$ cat src/rtl/temp_comparator_pkg.sv
// Shared definitions for the temperature comparator and the AC controller that consumes temp_comp.
package temp_comparator_pkg;

    localparam logic [1:0] TC_IDLE = 2'b00;
    localparam logic [1:0] TC_COLD = 2'b01;
    localparam logic [1:0] TC_HOT  = 2'b10;
    localparam logic [1:0] TC_RSVD = 2'b11;

    typedef enum logic {
        ACCUM = 1'b0,
        EVAL  = 1'b1
    } state_e;

endpackage

$ cat src/rtl/temp_window_avg.sv
// Block averager: sums 2**AVG_LOG2 handshaked samples, then holds one EVAL cycle exposing the average.
module temp_window_avg
    import temp_comparator_pkg::*;
#(
    parameter int DATA_W   = 8,
    parameter int AVG_LOG2 = 2
) (
    input  logic              clk,
    input  logic              reset,
    input  logic              sample_valid,
    input  logic [DATA_W-1:0] temp_sample,
    output logic              sample_ready,
    output logic              window_done,
    output logic [DATA_W-1:0] avg
);

    localparam int SUM_W = DATA_W + AVG_LOG2;
    localparam int CNT_W = AVG_LOG2 + 1;
    localparam logic [CNT_W-1:0] LAST_CNT = CNT_W'((1 << AVG_LOG2) - 1);

    state_e             state_q, state_d;
    logic [SUM_W-1:0]   sum_q, sum_d;
    logic [CNT_W-1:0]   cnt_q, cnt_d;
    logic               accept;

    assign sample_ready = (state_q == ACCUM);
    assign accept       = sample_valid && sample_ready;
    assign window_done  = (state_q == EVAL);
    // Truncating divide by the window length: drop the low AVG_LOG2 bits.
    assign avg          = sum_q[SUM_W-1:AVG_LOG2];

    always_comb begin
        state_d = state_q;
        sum_d   = sum_q;
        cnt_d   = cnt_q;
        case (state_q)
            ACCUM: begin
                if (accept) begin
                    sum_d = sum_q + SUM_W'(temp_sample);
                    cnt_d = cnt_q + CNT_W'(1);
                    if (cnt_q == LAST_CNT) begin
                        state_d = EVAL;
                    end
                end
            end
            EVAL: begin
                state_d = ACCUM;
                sum_d   = '0;
                cnt_d   = '0;
            end
            default: begin
                state_d = ACCUM;
                sum_d   = '0;
                cnt_d   = '0;
            end
        endcase
    end

    always_ff @(posedge clk) begin
        if (reset) begin
            state_q <= ACCUM;
            sum_q   <= '0;
            cnt_q   <= '0;
        end else begin
            state_q <= state_d;
            sum_q   <= sum_d;
            cnt_q   <= cnt_d;
        end
    end

endmodule

$ cat src/rtl/temp_comparator.sv
// Averaged setpoint comparator with hysteresis and window-count debounce producing the AC temp_comp code.
module temp_comparator
    import temp_comparator_pkg::*;
#(
    parameter int DATA_W   = 8,
    parameter int AVG_LOG2 = 2,
    parameter int HYST     = 2,
    parameter int DEBOUNCE = 3
) (
    input  logic              clk,
    input  logic              reset,
    input  logic              sample_valid,
    input  logic [DATA_W-1:0] temp_sample,
    output logic              sample_ready,
    input  logic [DATA_W-1:0] setpoint,
    output logic [1:0]        temp_comp,
    output logic [DATA_W-1:0] avg_temp,
    output logic              comp_valid
);

    localparam int DB_W = $clog2(DEBOUNCE + 1);
    localparam logic [DATA_W:0]   HYST_X   = (DATA_W + 1)'(HYST);
    localparam logic [DB_W-1:0]   DB_LIMIT = DB_W'(DEBOUNCE);

    logic              window_done;
    logic [DATA_W-1:0] win_avg;

    logic [1:0]        temp_comp_q, temp_comp_d;
    logic [1:0]        pending_q, pending_d;
    logic [DB_W-1:0]   db_cnt_q, db_cnt_d;
    logic [DATA_W-1:0] avg_temp_q, avg_temp_d;
    logic              comp_valid_q, comp_valid_d;

    logic [DATA_W:0]   avg_x, sp_x;
    logic [DB_W-1:0]   db_next;
    logic              hot, cold;
    logic [1:0]        candidate;

    temp_window_avg #(
        .DATA_W   (DATA_W),
        .AVG_LOG2 (AVG_LOG2)
    ) u_window_avg (
        .clk          (clk),
        .reset        (reset),
        .sample_valid (sample_valid),
        .temp_sample  (temp_sample),
        .sample_ready (sample_ready),
        .window_done  (window_done),
        .avg          (win_avg)
    );

    // One extra bit keeps setpoint+HYST and avg+HYST from wrapping near full scale.
    always_comb begin
        avg_x = {1'b0, win_avg};
        sp_x  = {1'b0, setpoint};
        hot   = avg_x > (sp_x + HYST_X);
        cold  = (avg_x + HYST_X) < sp_x;
        if (temp_comp_q == TC_HOT && avg_x > sp_x) begin
            candidate = TC_HOT;
        end else if (temp_comp_q == TC_COLD && avg_x < sp_x) begin
            candidate = TC_COLD;
        end else if (hot) begin
            candidate = TC_HOT;
        end else if (cold) begin
            candidate = TC_COLD;
        end else begin
            candidate = TC_IDLE;
        end
    end

    always_comb begin
        temp_comp_d  = temp_comp_q;
        pending_d    = pending_q;
        db_cnt_d     = db_cnt_q;
        avg_temp_d   = avg_temp_q;
        comp_valid_d = window_done;
        db_next      = db_cnt_q;
        if (window_done) begin
            avg_temp_d = win_avg;
            if (candidate == temp_comp_q) begin
                db_next = '0;
            end else if (candidate == pending_q) begin
                db_next = db_cnt_q + DB_W'(1);
            end else begin
                pending_d = candidate;
                db_next   = DB_W'(1);
            end
            // A candidate that has agreed for DEBOUNCE windows becomes the output.
            if (db_next == DB_LIMIT) begin
                temp_comp_d = candidate;
                db_cnt_d    = '0;
            end else begin
                db_cnt_d    = db_next;
            end
        end
    end

    always_ff @(posedge clk) begin
        if (reset) begin
            temp_comp_q  <= TC_IDLE;
            pending_q    <= TC_IDLE;
            db_cnt_q     <= '0;
            avg_temp_q   <= '0;
            comp_valid_q <= 1'b0;
        end else begin
            temp_comp_q  <= temp_comp_d;
            pending_q    <= pending_d;
            db_cnt_q     <= db_cnt_d;
            avg_temp_q   <= avg_temp_d;
            comp_valid_q <= comp_valid_d;
        end
    end

    assign temp_comp  = temp_comp_q;
    assign avg_temp   = avg_temp_q;
    assign comp_valid = comp_valid_q;

endmodule

$ cat config.mk
export PLATFORM = sky130hd
export DESIGN_NAME = temp_comparator
export DESIGN_NICKNAME = d
export VERILOG_FILES = /design/src/rtl/temp_comparator_pkg.sv /design/src/rtl/temp_window_avg.sv /design/src/rtl/temp_comparator.sv
export SDC_FILE = /design/constraint.sdc
export NUM_CORES = 1
export LEC_CHECK = 0
export ABC_AREA = 1
export CORE_MARGIN = 2
export CORE_UTILIZATION = 52
export CTS_BUF_LIST = sky130_fd_sc_hd__clkbuf_8
export DETAILED_ROUTE_END_ITERATION = 8
export PLACE_DENSITY = 0.85
export SYNTH_ARGS = -nofsm -noshare
export SYNTH_HDL_FRONTEND = slang
export SYNTH_SLANG_ARGS = --single-unit
export TNS_END_PERCENT = 30
$ cat constraint.sdc
create_clock -name clk -period 3.46 [get_ports clk]
set_clock_uncertainty 0.05 [all_clocks]
set_input_delay 0.692 -clock clk [delete_from_list [all_inputs] [get_ports clk]]
set_output_delay 0.692 -clock clk [all_outputs]
set_load 0.02 [all_outputs]
After elaboration in Yosys (flattened, before gate mapping). Index checks and enable logic that the tools add are counted.

Flip-flop bits (word level): 29. Bits of input ports: 19. Output and inout bits: 12.

Add/subtract/negate cells: 5. Bitwise logic cells: 3. Mux-type cells: 15. Magnitude comparators: 4. Equality and inequality tests: 7. Reduce and logical (&&, ||, !) cells: 5.

Operators with widths (number): 10-bit one-hot mux with 2 select lines (1); 8-bit by 2-bit adder with 9-bit output, second input constant (2); 2-bit two-way mux (7); 10-bit by 8-bit adder with 10-bit output (1); 10-bit two-way mux (1); 8-bit by 9-bit > comparator with 1-bit output (1); 9-bit by 8-bit less-than comparator with 1-bit output (1); 8-bit > comparator (1); 8-bit less-than comparator (1); 3-bit one-hot mux with 2 select lines (1); 2-bit equality test (2); 2-bit equality test, second input constant (2); 3-bit by 1-bit adder with 3-bit output, second input constant (1); 3-bit by 2-bit equality test with 1-bit output, second input constant (1); 1-bit logical AND (3); 1-bit two-way mux (3); 3-bit two-way mux (1); 1-bit NOT (3); 3-bit AND reduction (1); 2-bit by 1-bit adder with 2-bit output, second input constant (1); 2-bit by 1-bit equality test with 1-bit output, second input constant (1); 2-bit != test, second input constant (1); 1-bit one-hot mux with 2 select lines (1); 2-bit AND reduction (1).

Depth between registers and ports, before layout.
Depth in word-level cells: 12. Mapped depth: 21. Depth with buffers taken out: 21.

Hierarchy. A second synthesis with hierarchy kept.

Cell total of the unflattened synthesis: 384. Area total of the unflattened synthesis: 2638.8 um2.

Modules (own cells, without submodules): temp_comparator (times used 1, area each 1522.7 um2, sequential area each 300.3 um2, cells an instance 226); temp_window_avg (times used 1, area each 1116.1 um2, sequential area each 280.3 um2, cells an instance 158).

Worst setup path before layout. OpenSTA, ideal clock, no wires.

Kind: input -> register. Start: in setpoint[1]. End: reg temp_comp_q[0], in the netlist temp_comp[0]. Buffers on the path: 0. Arrival time: 2656 ps. Stages: 19. Setup slack: 644 ps. Cell sequence: ha_1 -> nand2_1 -> nor2_1 -> nand3_1 -> xor2_1 -> ha_1 -> nand3_1 -> a21oi_2 -> nand2_2 -> nand2_2 -> nand3_4 -> nand2_4 -> nand2_2 -> nand2_2 -> nand4_1 -> nand3_2 -> nand2_1 -> inv_1 -> nor2_1.

Cells in the longest elaborated chain, start to end: 11. Elaborated cells on any way between the ends: 18. Those cells by class: add/sub: 1; order compare: 4; eq/ne: 3; mux: 7; reduce/logical: 3.

Ends and longest elaborated chain: from (decl) (line temp_comparator.sv:15) `input logic [DATA_W-1:0] setpoint,`; 8-bit by 2-bit adder with 9-bit output or 9-bit by 8-bit less-than comparator with 1-bit output (tied branches) (line temp_comparator.sv:56, temp_comparator.sv:57); 8-bit by 9-bit > comparator with 1-bit output or 1-bit two-way mux (tied branches) (line temp_comparator.sv:56, temp_comparator.sv:64); 2-bit two-way mux (line temp_comparator.sv:62) `end else if (hot) begin`; 2-bit two-way mux (line temp_comparator.sv:60) `end else if (temp_comp_q == TC_COLD && avg_x < sp_x) begin`; 2-bit two-way mux * (line temp_comparator.sv:58) `if (temp_comp_q == TC_HOT && avg_x > sp_x) begin`; 2-bit equality test (line temp_comparator.sv:82) `end else if (candidate == pending_q) begin`; 2-bit two-way mux (line temp_comparator.sv:82); 2-bit two-way mux (line temp_comparator.sv:80) `if (candidate == temp_comp_q) begin`; 2-bit two-way mux (line temp_comparator.sv:78) `if (window_done) begin`; 2-bit equality test (line temp_comparator.sv:89) `if (db_next == DB_LIMIT) begin`; 2-bit AND reduction (no line); to (signal assigned) (line temp_comparator.sv:106) `temp_comp_q <= temp_comp_d;`; to (decl) (line temp_comparator.sv:28) `logic [1:0] temp_comp_q, temp_comp_d;`.

Mark *: on every way between the ends. The rest lies on a longest branch, timed or not. The select of a mux whose other input is x is not followed. A chain may end at the register's enable or synchronous reset.

Worst setup path in the final report. Same ends and word-level chain as after synthesis.

==> metrics <==
core area=0.00409 mm^2; synth warn=0; Synth async-reset ratio=0; Syn Area/Cell=7.15 um^2; final antenna diode count=0; # port buffers=30; vias in the first global route=1950; PostCTS Resize Cnt=0; main area contributors after synthesis=dfxtp_1, ha_1, nand2_1; largest net degree at the start of global routing=16; outcome=finished, final reports clean; clock buffer depth=2; crit path time final=3.19 ns; EDFF count, synth=0; Slew Viols, Final=0; Synth-to-Final Area Change=21.9%; all-layer global routing usage=0.207; Starting Density=0.551; global-route wire length before repair=8290 um; DRT Wirelength=4760 um; Clock Tree Root=clkbuf_8; Power Total=888 uW; synthesis-stage register bit count=29; DP Area=0.00265 mm^2; largest vdd supply drop=148 uV; clock sink count=29; Final setup viols=0; FMAX=0.314 GHz; Clock Latency Late Sink=0.28 ns; Hold-fix buffers, CTS=0; Max FO, Critical Path=6; most common cell after layout, fill and taps aside=nand2_1; Post-Synthesis Net Count=369; Critical Path Source Type=input pin; H-tree levels=2; DIE AREA=0.00487 mm^2; vias per cell=5.12; row count=23; Die Y=69.8 um; CTS clk-pin slew, worst paths=0.07 ns; initial antenna violation count=0; Yosys cell types=28; area of the mapped netlist=0.00225 mm^2; dpl hpwl=3850 um; FF/Latch Area=581 um^2; post-CTS setup buffers=0; post-layout util=0.672; FILL cells=341; r2r setup slk=0.76 ns; drt drc=0; layout cell share with drive strength beyond 1=0.104; Synth Instances=315; CP Data Required Time=3.59 ns; DR vias=2080; TritonCTS Buffers=5; total grt overflow=0; Worst EP arrival=3.32 ns; max_cap viols=0; Hold WC Path Type=register to register; slew margin rel.=0.578; top cell type by total area after synthesis=dfxtp_1; leakage power=0.00132 uW; top_reg_cell synth=dfxtp_1; Period Utilization, post-route=0.921; CTS tree=yes; crit end category=register; Crit Path Class=input pin to register; WHS Path Cells=2; die width=69.8 um; post-route cell area=0.00275 mm^2; post-synthesis sequential area ratio=0.258; area share of the largest cell type after synthesis=0.258; Initial DRC Count=112; 1st-pass router iterations=4; Final Hold Vio Count=0; drt wl/cell=11.7 um; Top-Level Pins=31; nets=409; Final ANT Viol Nets=0; final worst setup slack=0.273 ns; RSZ-0062 raised after global routing=no; R2R cell count=17; Place WS=-0.0279 ns; measured slew at the worst slew-check pin=0.630 ns; power density cells=324 mW/mm^2; multi-input logic area=0.00152 mm^2; most frequent cells in the layout=nand2_1, inv_1, ha_1, clkdlybuf4s50_1, dfxtp_1; RD Place Congestion=0.814
## cell families after synthesis
| kind of cell | count (synthesis) | synth area share |
|---|---|---|
| AOI/OAI and AO/OA | 47 | 0.116 |
| DFF | 29 | 0.258 |
| xor gates and xnor gates | 12 | 0.0467 |
| adders and majority gates | 35 | 0.198 |
| buffers and inverters | 43 | 0.0717 |
| and+or+nand+nor | 149 | 0.311 |
## report_power, final
group	internal [uW]	switching, uW
Clock	138	137
Combinational	106	137
Sequential	348	22.1
## final cells by class
class | instances | share of cell area
multi-input combinational | 243 | 0.554
sequential | 29 | 0.211
timing repair buffer | 36 | 0.126
inverter | 40 | 0.0547
clock buffer | 5 | 0.0251
tap | 50 | 0.0228
clock inverter | 3 | 0.00638
## Yosys cell counts, types with 5 or more instances
cell     instances
nor2_1          28
nand3_2          5
inv_1           39
dfxtp_1         29
nand2_1         80
nand2_2          7
ha_1            34
o21ai_0         12
a21oi_1         25
nand4_1          6
xor2_1           9
nand3_1         14
## metrics by stage
step	setup TNS, ns	std cells	hold WS (ns)
after floorplan	0	315	0.395
after global placement	0	398	0.401
after detailed placement	-0.0482	398	0.401
after CTS	0	406	0.421
after global routing	0	406	0.454
final	0	406	0.420
## metal layers
layer | up-vias | track usage | wire [um]
met2 | 49 | 0.354 | 2280
met3 | 7 | 0.0509 | 239
met5 | - | 0 | 0
li1 | 1110 | - | -
met4 | 0 | 0.0556 | 57
met1 | 914 | 0.258 | 2180
## final timing paths
kind / start / to
worst max-delay path: setpoint[1] / temp_comp[0]
worst min-delay path: u_window_avg.cnt_q[1] / u_window_avg.cnt_q[1]
worst max register to register: u_window_avg.sum_q[4] / temp_comp[0]
worst min register to register: u_window_avg.cnt_q[1] / u_window_avg.cnt_q[1]
## critical path, stage by stage
cell and delay, ns:
clkdlybuf4s50_1 0.49, ha_1 0.19, nand2_1 0.07, nor2_2 0.10
nand3_1 0.08, xor2_1 0.15, ha_1 0.31, nand3_1 0.09
a21oi_2 0.16, nand2_2 0.07, nand2_2 0.07, nand3_4 0.12
nand2_4 0.11, nand2_2 0.05, nand2_2 0.08, nand3_4 0.10
nor2_4 0.13, nand4_1 0.12, nand2_1 0.10, nor2_1 0.04
## flip-flops by register name (all words and copies together), names as in the netlist
name,flops
pending_q,2
db_cnt_q,2
avg_temp,8
u_window_avg.cnt_q,3
u_window_avg.sum_q,10
u_window_avg.window_done,1
temp_comp,2
comp_valid,1
(Power assumes the default switching activity.)
